===== src/rtl/usb_pkg.sv =====
// usb_pkg: state encoding, endpoint sizes and bank index width shared by the USB IN path
package usb_pkg;
    localparam int USB_EP_MAX_PKT = 64;
    localparam int BANK_W = 1;
    localparam logic [2:0] S_IDLE = 3'd0;
    localparam logic [2:0] S_WAIT_BANK = 3'd1;
    localparam logic [2:0] S_POP = 3'd2;
    localparam logic [2:0] S_LO = 3'd3;
    localparam logic [2:0] S_HI = 3'd4;
    localparam logic [2:0] S_ARM = 3'd5;
    typedef enum logic [2:0] {
        IDLE = S_IDLE,
        WAIT_BANK = S_WAIT_BANK,
        POP = S_POP,
        LO = S_LO,
        HI = S_HI,
        ARM = S_ARM
    } state_t;
endpackage


===== src/rtl/usb_in_streamer.sv =====
// usb_in_streamer: drains the 16-bit SDRAM read FIFO into a double-banked USB IN endpoint buffer
// Optional: define FLUSH_TIMEOUT_EN to arm a partial packet after TIMEOUT cycles without FIFO data.
module usb_in_streamer
    import usb_pkg::*;
#(
    parameter int PKT_BYTES = USB_EP_MAX_PKT,
    parameter int TIMEOUT = 4800
) (
    input  logic        clk,
    input  logic        rst_n,
    input  logic        enable,
    input  logic        flush,
    input  logic        fifo_empty,
    output logic        fifo_rd,
    input  logic [15:0] fifo_data,
    output logic        buf_we,
    output logic [6:0]  buf_addr,
    output logic [7:0]  buf_data,
    output logic        arm_valid,
    input  logic        arm_ready,
    output logic        arm_bank,
    output logic [6:0]  arm_len,
    input  logic        bank_release,
    input  logic        bank_release_idx,
    output logic        active
);
    localparam logic [6:0] PKT_LEN = 7'(PKT_BYTES);

    if (PKT_BYTES < 2 || PKT_BYTES > USB_EP_MAX_PKT || (PKT_BYTES & (PKT_BYTES - 1)) != 0 || TIMEOUT < 4) begin : g_bad_cfg
        $error("usb_in_streamer: unsupported PKT_BYTES or TIMEOUT");
    end

    state_t state;
    logic [BANK_W-1:0] cur_bank;
    logic [1:0] busy;
    logic [6:0] count;
    logic [7:0] word_hi;
    logic flush_pend;
    logic accept;
    logic tmo;
    logic go_arm;

    assign accept = (state == ARM) && arm_valid && arm_ready;
    assign go_arm = (flush || flush_pend || tmo) && count != 7'd0;

`ifdef FLUSH_TIMEOUT_EN
    localparam int TW = $clog2(TIMEOUT + 1);
    logic [TW-1:0] timer;

    // Cycles since the last pop; frozen whenever the FIFO still holds data
    always_ff @(posedge clk) begin
        if (!rst_n || state == IDLE || accept)
            timer <= '0;
        else if (state == POP)
            timer <= TW'(1);
        else if (state == LO || state == HI || (state == WAIT_BANK && count != 7'd0 && fifo_empty))
            timer <= timer + TW'(1);
    end

    assign tmo = fifo_empty && timer >= TW'(TIMEOUT - 1);
`else
    assign tmo = 1'b0;
`endif

    // Endpoint bank mirror: accept marks a bank busy, release clears it and wins a same-cycle tie
    always_ff @(posedge clk) begin
        if (!rst_n)
            busy <= '0;
        else
            for (int i = 0; i < 2; i++)
                busy[i] <= !(bank_release && bank_release_idx == 1'(i)) && (busy[i] || (accept && cur_bank == 1'(i)));
    end

    // Sequencer: one word per POP/LO/HI pass, arming on a full packet, flush or timeout
    always_ff @(posedge clk) begin
        if (!rst_n) begin
            state <= IDLE;
            cur_bank <= '0;
            count <= '0;
            word_hi <= '0;
            flush_pend <= 1'b0;
            fifo_rd <= 1'b0;
            buf_we <= 1'b0;
            buf_addr <= '0;
            buf_data <= '0;
            arm_valid <= 1'b0;
            arm_bank <= 1'b0;
            arm_len <= '0;
            active <= 1'b0;
        end else begin
            fifo_rd <= 1'b0;
            buf_we <= 1'b0;
            case (state)
                IDLE: begin
                    if (enable) begin
                        state <= WAIT_BANK;
                        active <= 1'b1;
                    end
                end
                WAIT_BANK: begin
                    flush_pend <= 1'b0;
                    if (!enable) begin
                        state <= IDLE;
                        active <= 1'b0;
                        count <= '0;
                    end else if (go_arm) begin
                        state <= ARM;
                        arm_valid <= 1'b1;
                        arm_bank <= cur_bank;
                        arm_len <= count;
                    end else if (!busy[cur_bank] && !fifo_empty) begin
                        state <= POP;
                        fifo_rd <= 1'b1;
                    end
                end
                POP: begin
                    flush_pend <= flush_pend || flush;
                    state <= LO;
                end
                LO: begin
                    flush_pend <= flush_pend || flush;
                    word_hi <= fifo_data[15:8];
                    buf_we <= 1'b1;
                    buf_addr <= {cur_bank, count[5:0]};
                    buf_data <= fifo_data[7:0];
                    state <= HI;
                end
                HI: begin
                    flush_pend <= flush_pend || flush;
                    buf_we <= 1'b1;
                    buf_addr <= {cur_bank, count[5:0] + 6'd1};
                    buf_data <= word_hi;
                    if (!enable) begin
                        state <= IDLE;
                        active <= 1'b0;
                        count <= '0;
                        flush_pend <= 1'b0;
                    end else if (count + 7'd2 == PKT_LEN) begin
                        state <= ARM;
                        count <= PKT_LEN;
                        arm_valid <= 1'b1;
                        arm_bank <= cur_bank;
                        arm_len <= PKT_LEN;
                    end else begin
                        state <= WAIT_BANK;
                        count <= count + 7'd2;
                    end
                end
                ARM: begin
                    if (arm_ready) begin
                        arm_valid <= 1'b0;
                        cur_bank <= ~cur_bank;
                        count <= '0;
                        flush_pend <= 1'b0;
                        state <= enable ? WAIT_BANK : IDLE;
                        active <= enable;
                    end
                end
                default: state <= IDLE;
            endcase
        end
    end
endmodule

===== config.mk =====
export PLATFORM = sky130hd
export DESIGN_NAME = usb_in_streamer
export DESIGN_NICKNAME = d
export VERILOG_FILES = /design/src/rtl/usb_pkg.sv /design/src/rtl/usb_in_streamer.sv
export SDC_FILE = /design/constraint.sdc
export NUM_CORES = 1
export LEC_CHECK = 0
export CAP_MARGIN = 10
export CORE_UTILIZATION = 53
export CTS_CLUSTER_SIZE = 28
export DETAILED_ROUTE_END_ITERATION = 10
export HOLD_SLACK_MARGIN = 0.05
export PLACE_DENSITY = 0.95
export SKIP_LAST_GASP = 1
export SYNTH_ARGS = -nofsm -noshare
export SYNTH_HDL_FRONTEND = slang
export SYNTH_SLANG_ARGS = --single-unit

===== constraint.sdc =====
create_clock -name clk -period 4.4 [get_ports clk]
set_input_delay 0.66 -clock clk [delete_from_list [all_inputs] [get_ports clk]]
set_output_delay 0.66 -clock clk [all_outputs]
set_load 0.01 [all_outputs]

==> flow_summary_export.csv <==
group,metric,value,unit
min_path,min_from,"arm_len[6]",
setup_path,crit_buf_inv,1,
route,first_iter_violations,128,
run_status,outcome,"finished clean",
synthesis,postSynthCellCount,257,
synthesis,synth_xor_area_frac,0.01199,
place,port_buffers,50,
clocking,cts.clk_slew.worst_paths,0.09,ns
setup_path,start_kind,"input pin",
layout,n_antenna_cell,0,
setup_path,r2r-start,"state[0]",
route,wire_per_inst,14.49,um
clocking,postCtsSetupBuffers,0,
timing,fmax,0.4321,GHz
die,row_count,23,
synthesis,ys_ff_latch,48,
layout,final_cells,346,
pwr,max-vdd-ir-drop,0.0002113,V
route,drt-pass1-iter-count,4,
place,dp.cells,338,
route,ant_nets,0,
timing,rsz0062_at_grt,"false",
synthesis,syn_nets,282,
clocking,holdBufCountCts,0,
min_path,hold_class,"reg2reg",
setup_path,cp_slowest_cell,"clkdlybuf4s50_1",
die,die-area,4397,sq um
place,place_ws,1.811,ns
synthesis,synth_top_family_by_area,"simple AND/OR/NAND/NOR gates",
setup_path,cp_top_family,"compound AO/OA/AOI/OAI gates",
synthesis,synth_fa_ha_area_frac,0.005708,
synthesis,synth_top_area_share,0.4384,
setup_path,end_kind,"flop",
synthesis,yosysWarnings,0,
die,dieHeight,66.31,um
synthesis,ys.flop_type,"dfxtp_1",
clocking,clkLatencyLatePin,0.32,ns
job,maxCapViolations,0,
timing,fin_crit_sh,0.5260,
pwr,power_density,294.8,nW/um^2
pwr,p_leak,1.039,nW
clocking,clk_path_buf_depth,2,
synthesis,synth_compound_area_frac,0.2380,
setup_path,crit_chain,"clkdlybuf4s50_1, nor2b_1, nand3b_1, o31a_1, o221ai_1, a31oi_1",
grt,grtUsageTotal,0.2547,
setup_path,r2r_slack,2.09,ns
synthesis,seq_area_frac_synth,0.4384,
clocking,numCtsBuffers,5,
layout,area_growth,26.31,%
timing,worstMarginPinSlew,0.8862,ns
grt,first_global_vias,1871,
grt,antenna_found_initial,0,
die,io_pins,51,
timing,finalHoldViolCount,0,
timing,post-route-min-period,2.314,ns
synthesis,syn_area,2192,sq um
die,die_w,66.31,um
setup_path,startpoint,"enable",
place,routabilityCongestion,0.8773,
clocking,clockRootBuffer,"clkbuf_8",
clocking,cts_tree,"done",
synthesis,synth_edf_count,0,
setup_path,critical_path_arrival,2.49,ns
die,core,3971,sq um
synthesis,synth.area.mux_share,0.004566,
synthesis,synth_top_area_cell,"dfxtp_1",
route,via_per_inst,5.734,
clocking,cts_max_level,2,
min_path,holdPathStages,2,
clocking,numClockSinks,48,
grt,overflow,0,
die,start_util,0.5520,
setup_path,worst_r2r_path_depth,4,
grt,grt_first_pass_wirelength,8.404,mm
timing,clock_skew,0.01328,ns
route,drt-total-wl,5.013,mm
setup_path,slowest_delay,0.61,ns
timing,tns,0,ns
timing,slew_headroom,0.4092,
setup_path,path_max_fanout,7,
grt,grt_max_degree,28,
place,dp_hpwl,3.317,mm
synthesis,postSynthAreaPerCell,8.530,sq um
synthesis,synthArstFlopShare,0,
clocking,cts_resized,0,
route,via_count,1984,
timing,worst_slack,2.086,ns
timing,final_max_slew_viol_count,0,
setup_path,cp.depth,6,
synthesis,ys_types,42,
setup_path,critical_path_class,"in2reg",
layout,fin_util,0.6972,
setup_path,required,4.58,ns
layout,layout-drive-gt1-share,0.05068,
route,drc,0,
synthesis,synth_area_leaders,"dfxtp_1 44%, nand2_1 8.4%, a21boi_0 6.5%",
layout,final_net_count,320,
synthesis,synth-simple-area-share,0.2551,
timing,finalSetupViolations,0,
-- where the power goes --
part | leakage [nW] | internal (mW) | switching (mW)
Combinational | 0.611 | 0.0480 | 0.0389
Clock | 0.0404 | 0.113 | 0.161
Sequential | 0.388 | 0.443 | 0.0125
-- layout make-up --
type | instances | area (sq um)
clock buffers | 5 | 68.82
clock inverters | 3 | 23.77
fillers | 326 | 1202
inverters | 4 | 15.01
multi-input cells | 185 | 1130
flip-flops and latches | 48 | 960.9
well taps | 50 | 62.56
repair buffers | 51 | 508.0
-- placed cells by master, fill, tap and decap left out, types with 3 or more instances in the layout --
cell type	count
nand4b_1	3
o21ai_0	12
or3_1	3
a21boi_0	19
a21oi_1	5
nand3b_1	4
a32o_1	5
nand3_1	16
nor2_1	13
o211a_1	9
dfxtp_1	48
inv_1	4
clkbuf_8	5
clkdlybuf4s50_1	50
nand2b_1	4
nor3b_1	3
nand2_1	49
a31oi_1	6
nor2b_1	5
and2_1	4
-- worst reg2reg max path, cell delays in order, from the launching register on --
cell and delay (ns):
dfxtp_1 0.66, nand2b_1 0.20, nand2b_1 0.70, nand2_1 0.37
and2_1 0.27
-- metrics by stage --
step | power (mW) | instance area, sq um | hold slack, ns
after floorplan | 0.5099 | 2192 | 0.4436
after global placement | 0.5492 | 2676 | 0.4329
after detailed placement | 0.5511 | 2676 | 0.4601
after CTS | 0.8180 | 2769 | 0.4735
after global routing | 0.8436 | 2769 | 0.4898
final | 0.8163 | 2769 | 0.4685
-- cell families after synthesis --
logic type / count (synthesis)
flops: 48
mux: 1
buf+inv: 24
simple gates: 113
compound gates: 67
fa+ha+maj: 1
xor+xnor: 3
-- Yosys cell counts, types with 5 or more instances --
master	instances
nand2_1	49
o211a_1	9
dfxtp_1	48
clkbuf_1	16
a21boi_0	19
nor2_1	13
a31oi_1	6
nand3_1	16
nor2b_1	5
a21oi_1	5
a32o_1	5
o21ai_0	12
-- state kept, by name, summed over array words and instances (netlist names) --
register,count
active,1
arm_bank,1
arm_len,7
arm_valid,1
buf_addr,7
buf_data,8
buf_we,1
busy,2
count,6
cur_bank,1
fifo_rd,1
flush_pend,1
state,3
word_hi,8
-- worst paths after layout --
kind / to
max: state[0]
min: arm_len[6]
max reg2reg: buf_we
min reg2reg: arm_len[6]
-- metal layers --
layer  share of wire  vias to the layer above  wire, um  GRT usage
met4           0.024                        0       121     0.1250
met5               0                        -         0          0
met1            0.45                      937      2231     0.3085
met3           0.049                       13       248    0.06552
li1                -                      980         -          -
met2            0.48                       54      2412     0.4158
No activity file was read; power rests on OpenSTA's default activity.
